**config.mk**
```make
export PLATFORM = sky130hd
export DESIGN_NAME = tc_array
export DESIGN_NICKNAME = d
export VERILOG_FILES = /design/src/rtl/tc_pkg.sv /design/src/rtl/tc_channel.sv /design/src/rtl/tc_array.sv
export SDC_FILE = /design/constraint.sdc
export NUM_CORES = 1
export LEC_CHECK = 0
export CELL_PAD_IN_SITES_DETAIL_PLACEMENT = 2
export CELL_PAD_IN_SITES_GLOBAL_PLACEMENT = 2
export CORE_MARGIN = 2
export CORE_UTILIZATION = 38
export CTS_CLUSTER_DIAMETER = 200
export CTS_CLUSTER_SIZE = 25
export DETAILED_ROUTE_END_ITERATION = 16
export PLACE_DENSITY_LB_ADDON = 0.25
export SLEW_MARGIN = 20
export SYNTH_ARGS = -nofsm -noshare
export SYNTH_HDL_FRONTEND = slang
export SYNTH_SLANG_ARGS = --single-unit
```
**constraint.sdc**
```tcl
create_clock -name clk -period 4.79 [get_ports clk]
set_input_delay 0.479 -clock clk [delete_from_list [all_inputs] [get_ports clk]]
set_output_delay 0.479 -clock clk [all_outputs]
set_load 0.03 [all_outputs]
```
**src/rtl/tc_pkg.sv**
```systemverilog
// Shared definitions for the tc_array timer/counter block: channel FSM states,
// mode encodings, register word offsets and CTRL field layout.
package tc_pkg;

    typedef enum logic [1:0] {
        ST_IDLE,
        ST_LOAD,
        ST_CNT,
        ST_INT
    } tc_state_e;

    localparam logic [1:0] MODE_ONESHOT = 2'b00;
    localparam logic [1:0] MODE_RELOAD  = 2'b01;

    localparam logic [1:0] REG_CTRL   = 2'd0;
    localparam logic [1:0] REG_PRESET = 2'd1;
    localparam logic [1:0] REG_COUNT  = 2'd2;
    localparam logic [1:0] REG_STATUS = 2'd3;

    localparam int CTRL_EN   = 0;
    localparam int CTRL_MODE = 1;
    localparam int CTRL_IM   = 3;
    localparam int CTRL_PSC  = 4;
    localparam int PSC_W     = 4;

    // Both 1x encodings freeze the channel.
    function automatic logic is_hold(input logic [1:0] mode);
        return (mode != MODE_ONESHOT) && (mode != MODE_RELOAD);
    endfunction

endpackage

```
**src/rtl/tc_channel.sv**
```systemverilog
// One timer/counter channel: CTRL/PRESET/COUNT/STATUS registers, power-of-two
// prescaler and the load/count/interrupt sequencing FSM.
//
// state   | meaning
// IDLE    | stopped, COUNT holds its last value
// LOAD    | COUNT <- PRESET, prescaler cleared
// CNT     | counting down one step per prescaler tick
// INT     | terminal reached; reload or drop EN depending on MODE
module tc_channel
    import tc_pkg::*;
#(
    parameter int WIDTH = 32
) (
    input  logic        clk,
    input  logic        reset,
    input  logic        we,
    input  logic [1:0]  sel,
    input  logic [31:0] din,
    output logic [31:0] dout,
    output logic        irq
);

    tc_state_e        state;
    logic             ctrl_en;
    logic             ctrl_im;
    logic [1:0]       ctrl_mode;
    logic [PSC_W-1:0] ctrl_psc;
    logic [WIDTH-1:0] preset;
    logic [WIDTH-1:0] count;
    logic             pending;
    logic [15:0]      presc;

    logic        wr_ctrl;
    logic        wr_preset;
    logic        wr_status;
    logic        stop;
    logic        en_nxt;
    logic [1:0]  mode_nxt;
    logic [15:0] psc_lim;
    logic        tick;
    logic        hit_zero;
    logic        terminal;
    logic        unused_din;

    assign wr_ctrl   = we && (sel == REG_CTRL);
    assign wr_preset = we && (sel == REG_PRESET);
    assign wr_status = we && (sel == REG_STATUS);

    // A CTRL write with EN=0 overrides whatever the FSM would do this edge.
    assign stop     = wr_ctrl && !din[CTRL_EN];
    assign en_nxt   = wr_ctrl ? din[CTRL_EN] : ctrl_en;
    assign mode_nxt = wr_ctrl ? din[CTRL_MODE +: 2] : ctrl_mode;

    // >= keeps the prescaler sane if PSC shrinks below its current value.
    assign psc_lim  = (16'd1 << ctrl_psc) - 16'd1;
    assign tick     = (presc >= psc_lim);
    assign hit_zero = (count <= WIDTH'(1));
    assign terminal = !stop && (state == ST_CNT) && !is_hold(ctrl_mode) && tick && hit_zero;

    assign unused_din = ^din[31:8];

    always_ff @(posedge clk or negedge reset) begin
        if (!reset) begin
            state     <= ST_IDLE;
            ctrl_en   <= 1'b0;
            ctrl_im   <= 1'b0;
            ctrl_mode <= 2'b00;
            ctrl_psc  <= '0;
            preset    <= '0;
            count     <= '0;
            pending   <= 1'b0;
            presc     <= '0;
        end else begin
            if (wr_ctrl) begin
                ctrl_en   <= din[CTRL_EN];
                ctrl_mode <= din[CTRL_MODE +: 2];
                ctrl_im   <= din[CTRL_IM];
                ctrl_psc  <= din[CTRL_PSC +: PSC_W];
            end
            if (wr_preset) begin
                preset <= din[WIDTH-1:0];
            end
            // Set after clear so a same-edge terminal event wins over W1C.
            if (wr_status && din[0]) begin
                pending <= 1'b0;
            end
            if (terminal) begin
                pending <= 1'b1;
            end

            if (stop) begin
                state <= ST_IDLE;
            end else begin
                unique case (state)
                    ST_IDLE: begin
                        if (en_nxt && !is_hold(mode_nxt)) begin
                            state <= ST_LOAD;
                        end
                    end
                    ST_LOAD: begin
                        count <= preset;
                        presc <= '0;
                        state <= ST_CNT;
                    end
                    ST_CNT: begin
                        if (!is_hold(ctrl_mode)) begin
                            if (tick) begin
                                presc <= '0;
                                if (hit_zero) begin
                                    count <= '0;
                                    state <= ST_INT;
                                end else begin
                                    count <= count - WIDTH'(1);
                                end
                            end else begin
                                presc <= presc + 16'd1;
                            end
                        end
                    end
                    ST_INT: begin
                        if (ctrl_mode == MODE_RELOAD) begin
                            state <= ST_LOAD;
                        end else begin
                            state <= ST_IDLE;
                            if (!wr_ctrl) begin
                                ctrl_en <= 1'b0;
                            end
                        end
                    end
                    default: state <= ST_IDLE;
                endcase
            end
        end
    end

    always_comb begin
        dout = '0;
        case (sel)
            REG_CTRL:   dout = {24'd0, ctrl_psc, ctrl_im, ctrl_mode, ctrl_en};
            REG_PRESET: dout = 32'(preset);
            REG_COUNT:  dout = 32'(count);
            default:    dout = {31'd0, pending};
        endcase
    end

    assign irq = pending && ctrl_im;

endmodule

```
**src/rtl/tc_array.sv**
```systemverilog
// N_CH independent timer/counter channels behind one bridge slot: channel
// decode with out-of-range guard, zero-latency read mux and IRQ OR-reduction.
module tc_array
    import tc_pkg::*;
#(
    parameter int N_CH  = 4,
    parameter int WIDTH = 32
) (
    input  logic            clk,
    input  logic            reset,
    input  logic [31:2]     Addr,
    input  logic            WE,
    input  logic [31:0]     Din,
    output logic [31:0]     Dout,
    output logic [N_CH-1:0] irq,
    output logic            IRQ
);

    localparam int CH_W  = (N_CH > 1) ? $clog2(N_CH) : 1;
    // One extra index bit so addresses just past the last channel decode as
    // out of range instead of aliasing onto a real channel.
    localparam int IDX_W = CH_W + 1;

    logic [IDX_W-1:0] ch_idx;
    logic [1:0]       reg_sel;
    logic             ch_ok;
    logic [N_CH-1:0]  ch_we;
    logic [31:0]      ch_dout [N_CH];
    logic             unused_addr;

    assign ch_idx      = Addr[4+CH_W:4];
    assign reg_sel     = Addr[3:2];
    assign ch_ok       = (32'(ch_idx) < 32'(N_CH));
    assign unused_addr = ^Addr[31:5+CH_W];

    always_comb begin
        Dout  = '0;
        ch_we = '0;
        for (int i = 0; i < N_CH; i++) begin
            if (ch_ok && (ch_idx == IDX_W'(i))) begin
                Dout     = ch_dout[i];
                ch_we[i] = WE;
            end
        end
    end

    for (genvar g = 0; g < N_CH; g++) begin : g_ch
        tc_channel #(
            .WIDTH (WIDTH)
        ) u_ch (
            .clk   (clk),
            .reset (reset),
            .we    (ch_we[g]),
            .sel   (reg_sel),
            .din   (Din),
            .dout  (ch_dout[g]),
            .irq   (irq[g])
        );
    end

    assign IRQ = |irq;

endmodule

```
==> flow_summary_export.csv, run 1 <==
group,metric,value,unit
outcome,outcome,"completed",
timing,finalHoldViolCount,0,
clock_tree,cts_made_buffers,18,
clock_tree,cts_sinks,364,
timing,slew_viol_final,0,
route,drt_iter0_markers,1988,
clock_tree,cts_root_buf,"clkbuf_16",
yosys,synth_top_area_share,38.68,%
setup_path,critPathTopFamily,"compound AO/OA/AOI/OAI gates",
grt,grt_pass1_vias,23580,
timing,fin_tns_setup,0,ps
setup_path,timing.critical_path.mode_cell,"ha_1",
grt,met1_usage,42.75,%
grt,grt_use_total,30.86,%
yosys,synth-async-reset-ratio,100.0,%
yosys,synth_cell_type_count,87,
setup_path,critical_path_buf_inv_count,1,
clock_tree,cts_tree,"built",
floorplan,ioPinCount,102,
yosys,ys_seq_area_share,38.68,%
timing,slew_headroom,26.50,%
layout,areaGrowthSynthToFinish,11.73,%
floorplan,rows,91,
yosys,synth_cells,2631,
route,vias,22540,
setup_path,cp_slowest_stage_delay,710,ps
route,dr.pass1.iters,5,
power,combinationalPowerShare,52.7,%
timing,rsz0062_at_grt,"no",
placed_design,port-buffer-count,76,
floorplan,die_y,252.9,um
timing,final.min_clock_period,4424,ps
yosys,synthTopCellsByArea,"dfrtp_1 (39%), mux2_2 (6.2%), ha_1 (5.1%), o21ai_0 (4.2%), nand2_1 (3.3%)",
floorplan,die-area,63980,um^2
grt,busiest_layer,"met2",
clock_tree,clk-insertion-delay-late,590,ps
clock_tree,clk_pin_slew,110,ps
floorplan,die_w,252.9,um
setup_path,cp.arrival,4910,ps
placed_design,place_congestion,0.9621,
route,avgRoutedWirePerCell,29.08,um
layout,n_antenna_cell,0,
timing,clock_skew,27.97,ps
flow_run,maxCapViolCount,0,
timing,fmax,0.2260,GHz
floorplan,coreArea,61480,um^2
grt,grt_max_degree,116,
yosys,syn_area_per_cell,8.951,um^2
setup_path,startpoint_type,"flop",
power,p_int,7.182,mW
grt,gr-total-overflow,0,
yosys,yosys-top-cells-count,"dfrtp_1 (364), nand2_1 (206), o21ai_0 (197)",
placed_design,placed_area,25810,um^2
layout,fin_area,26310,um^2
layout,nets,2796,
power,ir_drop,0.3517,mV
layout,drive_above_1_share,12.98,%
yosys,synth_top_flop_cell,"dfrtp_1",
yosys,ys_ff_latch,364,
route,drt_wl_total,99610,um
setup_path,crit_fanout,18,
timing,max_slew.worst_pin.slew,1092,ps
route,ant_nets,0,
yosys,syn-cell-area,23550,um^2
clock_tree,cts_buffer_depth,3,
setup_path,reg2reg_slack,370,ps
grt,met2_usage,49.00,%
yosys,synth_warnings,0,
timing,fin_crit_sh,92.37,%
timing,finalSetupViolations,0,
power,power.density,539.4,nW/um^2
grt,grt_antenna_before_repair,8,
grt,grt_pass1_wl,151000,um
setup_path,endpoint_kind,"flop",
yosys,yosys.area.top_type,"dfrtp_1",
setup_path,cp.required,5270,ps
setup_path,crit_slowest_cell,"o311ai_0",
power,p_clk_share,13.2,%
route,viasPerCell,6.581,
yosys,synth-edff-count,0,
yosys,synth_most_common_cell,"dfrtp_1",
clock_tree,ctsResizeCount,0,
power,switching_share,49.40,%
grt,gr-usage-met3,4.831,%
setup_path,crit_type,"flop to flop",
route,drc,0,
setup_path,cp_cell_sequence,"buf_4 -> nor2_1 -> nand3_1 -> ha_1 -> nor3_1 -> a21oi_1 -> o21a_1 -> ha_1 -> nand4_1 -> o311ai_0 -> a211o_1 -> nand2_1 -> o2bb2ai_1",
power,p_switching,7.011,mW
floorplan,initial_core_util,38.30,%
placed_design,hpwlAfterDp,70920,um
power,power_frac_seq,34.1,%
power,p_leak,11.01,nW
hold_path,hold_path.class,"input pin to async pin",
clock_tree,htreeDepth,1,
## metal layers
layer / part of all wire (%) / wire length, um
met1: 44 / 43670
met2: 45 / 45310
met3: 6.9 / 6845
met4: 3.8 / 3787
met5: 0 / 0
## worst paths after layout
check | startpoint | endpoint | depth (start not counted)
min in group clk | g_ch[2].u_ch.ctrl_en | g_ch[2].u_ch.ctrl_en | 2
max in group asynchronous | reset | g_ch[0].u_ch.presc[9] | 3
hold / removal | reset | g_ch[1].u_ch.presc[14] | 2
setup / recovery | g_ch[0].u_ch.ctrl_psc[3] | g_ch[0].u_ch.count[26] | 13
hold reg to reg | g_ch[2].u_ch.ctrl_en | g_ch[2].u_ch.ctrl_en | 2
setup reg to reg | g_ch[0].u_ch.ctrl_psc[3] | g_ch[0].u_ch.count[26] | 13
## what timing repair did
action | in CTS | in global routing
hold buffers | 1 | 0
setup buffers | 0 | 0
hold endpoints to repair | 25 | 0
## state kept, by name (all words and copies together) (netlist names), named ones only
| register | cells |
|---|---|
| g_ch.u_ch.preset | 128 |
| g_ch.u_ch.ctrl_mode | 4 |
| g_ch.u_ch.ctrl_en | 4 |
| g_ch.u_ch.ctrl_im | 4 |
| g_ch.u_ch.pending | 4 |
| g_ch.u_ch.presc | 64 |
| g_ch.u_ch.state | 8 |
| g_ch.u_ch.ctrl_psc | 16 |
| g_ch.u_ch.count | 128 |
## power by group through the flow
stage	clock network [mW]	registers [mW]	logic [mW]
finish	1.87	4.85	7.48
global route	1.98	4.96	8.13
floorplan	0	4.44	4.93
detailed placement	0	4.87	7.35
global placement	0	4.79	6.94
CTS	1.91	4.81	7.40
## worst register-to-register path, stage by stage, from the launching register on
cell	delay [ps]
dfrtp_1	380
buf_4	180
nor2_1	250
nand3_1	130
ha_1	340
nor3_1	170
a21oi_1	60
o21a_1	190
ha_1	290
nand4_1	80
o311ai_0	710
a211o_1	670
nand2_1	550
o2bb2ai_1	330
## placed cells by master (no fill, tap or decap), types with 26 or more instances in the layout
cell type	instances
a21oi_1	137
nor2_1	190
nand3_1	78
a221oi_1	49
a31oi_1	27
mux2_2	130
inv_1	83
o21ai_0	197
xor2_1	38
o31ai_1	44
o211ai_1	26
mux2i_1	30
nand2_1	206
nand4_1	28
a22o_1	29
nor3_1	133
buf_4	107
a211oi_1	28
buf_12	37
dfrtp_1	364
clkdlybuf4s50_1	41
a22oi_1	83
ha_1	96
nor4_1	44
o2bb2ai_1	45
## cell families after synthesis
group | synth area share, %
multiplexers | 7.969
other | 0.01592
AND/OR/NAND/NOR | 17.72
XOR/XNOR | 1.897
flip-flops | 38.68
adder cells (fa/ha/maj) | 5.100
buffers and inverters | 4.814
AO/OA/AOI/OAI | 23.80
## area by class of cell
type                    instances  area (um^2)
clock buffers                  19        475.5
clock inverters                 1        16.27
fillers                      6674        35170
inverters                      85        319.1
multi-input cells            1977        13410
flip-flops and latches        364         9109
well taps                     790        988.4
repair buffers                189         1989
## per-stage QoR
stage | worst slack (ps) | hold WS (ps) | util, % | std cells | power, mW
3_5_place_dp | 228.3 | 517.9 | 41.98 | 3404 | 12.22
4_1_cts | 208.8 | 542.7 | 42.79 | 3425 | 14.13
3_3_place_gp | 488.4 | 490.5 | 41.98 | 3404 | 11.74
2_1_floorplan | 899.5 | 183.4 | - | 2634 | 9.366
6_report | 365.5 | 438.7 | 42.79 | 3425 | 14.19
5_1_grt | 46.37 | 543.3 | 42.79 | 3425 | 15.08
No activity file was read; power rests on OpenSTA's default activity.
==> run 2, diff against run 1 <==
--- a/config.mk
+++ b/config.mk
@@ -13,7 +13,7 @@
 export CTS_CLUSTER_SIZE = 25
 export DETAILED_ROUTE_END_ITERATION = 16
 export PLACE_DENSITY_LB_ADDON = 0.25
-export SLEW_MARGIN = 20
+export SLEW_MARGIN = 10
 export SYNTH_ARGS = -nofsm -noshare
 export SYNTH_HDL_FRONTEND = slang
 export SYNTH_SLANG_ARGS = --single-unit
==> constraint.sdc (replaced) <==
create_clock -name clk -period 5.5 [get_ports clk]
set_input_delay 0.55 -clock clk [delete_from_list [all_inputs] [get_ports clk]]
set_output_delay 0.55 -clock clk [all_outputs]
set_load 0.03 [all_outputs]
==> run 2 against run 1 <==
The flow now finishes with violations (negative hold slack). Non-clock buffer count is 50 lower. Core utilization is 1.1 points lower. Global-route usage about the same. Sequential cell count unchanged. Final cell count decreased by 1.4%. Worst hold slack got worse by 460 ps. Register-to-register slack improved by 240 ps. First-iteration DRC count decreased by 2.8%. Clock skew down 3.5 ps. Critical path type unchanged. Critical endpoint is now g_ch[3].u_ch.count[2].
==> flow_summary_export.csv, run 2 (synthesized netlist as in run 1, its figures left out) <==
group,metric,value,unit
floorplan,coreArea,61480,um^2
clock_tree,clk-insertion-delay-late,570,ps
grt,grt_antenna_before_repair,9,
timing,clock_skew,24.47,ps
floorplan,die_y,252.9,um
setup_path,cp_cell_sequence,"or2_2 -> or3_1 -> ha_1 -> nor3b_1 -> a22oi_1 -> nor2_1 -> a41oi_1 -> ha_1 -> nand4_1 -> nor3_1 -> o311ai_0 -> nand3_1 -> nand3_1 -> o311ai_0",
timing,setup_ws,609.3,ps
clock_tree,cts_buffer_depth,3,
setup_path,reg2reg_from,"g_ch[3].u_ch.ctrl_psc[0]",
layout,drive_above_1_share,10.14,%
clock_tree,cts_setup_buffers,0,
layout,areaGrowthSynthToFinish,8.904,%
setup_path,cp.arrival,5330,ps
timing,fin_tns_setup,0,ps
outcome,violations,"negative hold slack",
timing,finalSetupViolations,0,
hold_path,hold_path.class,"input pin to async pin",
setup_path,cp.required,5940,ps
grt,grt_pass1_vias,23590,
route,vias,22440,
power,p_leak,10.62,nW
placed_design,hpwlAfterDp,69620,um
clock_tree,ctsResizeCount,0,
setup_path,startpoint_type,"flop",
clock_tree,cts_tree,"built",
setup_path,crit_fanout,12,
floorplan,initial_core_util,38.30,%
setup_path,reg2reg_slack,610,ps
grt,grt_use_total,30.90,%
clock_tree,clk_pin_slew,120,ps
route,avgRoutedWirePerCell,29.38,um
setup_path,endpoint_kind,"flop",
route,drc,0,
floorplan,rows,91,
floorplan,ioPinCount,102,
layout,layout_common_cells,"dfrtp_1 (364), nand2_1 (206), o21ai_0 (197)",
route,viasPerCell,6.647,
setup_path,r2r_cells,14,
placed_design,place_congestion,0.9407,
route,drt_iter0_markers,1932,
setup_path,cp_slowest_stage_delay,560,ps
clock_tree,htreeDepth,1,
setup_path,critPathTopFamily,"simple AND/OR/NAND/NOR gates",
layout,final_common_cell,"dfrtp_1",
layout,top_regs,"g_ch.u_ch.count (128), g_ch.u_ch.preset (128), g_ch.u_ch.presc (64)",
placed_design,port-buffer-count,76,
setup_path,worstReg2RegEnd,"g_ch[3].u_ch.count[2]",
setup_path,critical_path_buf_inv_count,0,
clock_tree,cts_made_buffers,18,
clock_tree,cts_hold_buf,0,
floorplan,die_w,252.9,um
outcome,outcome,"finished, violations left",
layout,nets,2746,
timing,rsz0062_at_grt,"no",
power,ir_drop,0.2105,mV
timing,slew_headroom,22.05,%
setup_path,crit_type,"flop to flop",
timing,finalHoldViolCount,6,
route,drt_wl_total,99190,um
timing,final.min_clock_period,4891,ps
timing,whs,-22.88,ps
floorplan,die-area,63980,um^2
placed_design,pre_cts_slack,614.3,ps
route,dr.pass1.iters,5,
grt,gr-total-overflow,0,
layout,fill_cells,6641,
power,power.density,476.8,nW/um^2
timing,max_slew.worst_pin.slew,1159,ps
timing,fin_crit_sh,88.92,%
clock_tree,cts_root_buf,"clkbuf_16",
flow_run,maxCapViolCount,0,
clock_tree,cts_sinks,364,
timing,fmax,0.2045,GHz
setup_path,crit_slowest_cell,"dfrtp_1",
route,ant_nets,0,
grt,grt_pass1_wl,151500,um
grt,grt_max_degree,114,
timing,slew_viol_final,0,
-- run 2: cell types whose count changed in the layout (fill, tap and decap cells not counted) --
cell / delta
and3_1: +1
dlygate4sd3_1: -1
buf_4: -50
and3_2: -1
buf_12: -29
clkdlybuf4s50_1: +30
diode_2: +1
-- run 2: area by class of cell --
class	instances	area (um^2)	area share, %
antenna	1	2.502	0.009757
clock buffer	19	475.5	1.854
clock inverter	1	16.27	0.06342
inverter	85	319.1	1.244
multi-input combinational	1977	13410	52.30
sequential	364	9109	35.52
tap	790	988.4	3.854
timing repair buffer	139	1324	5.161
-- run 2: how the worst max path moves through the flow --
stage,startpoint,end,slack [ps],cells after the start
6_report,g_ch[3].u_ch.ctrl_psc[0],g_ch[3].u_ch.count[2],610,14
5_1_grt,g_ch[3].u_ch.ctrl_psc[0],g_ch[3].u_ch.count[29],270,14
4_1_cts,g_ch[3].u_ch.ctrl_psc[0],g_ch[3].u_ch.count[23],640,14
3_5_place_dp,g_ch[3].u_ch.ctrl_psc[0],g_ch[3].u_ch.count[23],610,14
3_3_place_gp,Addr[2],Dout[30],920,8
2_1_floorplan,g_ch[3].u_ch.ctrl_psc[1],g_ch[3].u_ch.presc[10],1610,17
-- run 2: power breakdown --
| group | switching [mW] | internal, mW | total, mW |
|---|---|---|---|
| clock network | 0.986 | 0.630 | 1.62 |
| logic | 4.17 | 2.19 | 6.36 |
| registers | 0.913 | 3.34 | 4.25 |
| total | 6.07 | 6.16 | 12.2 |
-- run 2: per-stage QoR --
| stage | instance area, um^2 | power [mW] | utilization, % | std cells | hold slack, ps |
|---|---|---|---|---|---|
| 2_1_floorplan | 23560 | 8.157 | - | 2634 | 254.4 |
| 3_3_place_gp | 25150 | 10.11 | 40.91 | 3355 | 489.5 |
| 3_5_place_dp | 25150 | 10.52 | 40.91 | 3355 | 507.4 |
| 4_1_cts | 25640 | 12.17 | 41.71 | 3375 | 41.51 |
| 5_1_grt | 25640 | 13.04 | 41.71 | 3375 | 46.37 |
| 6_report | 25650 | 12.23 | 41.71 | 3376 | -22.88 |
-- run 2: layer usage --
layer  up-vias  global-route usage (%)  routed length [um]
li1       9766                       -                   -
met1     11840                   42.82               43820
met2       696                   49.09               45210
met3       134                   5.530                7003
met4         4                   9.315                3121
met5         -                       0                  29
-- run 2: worst reg2reg max path: cells and delay by family (launching register included) --
family	cells	cell delay [ps]
simple gates	8	2700
compound gates	4	940
fa+ha+maj	2	580
flops	1	560
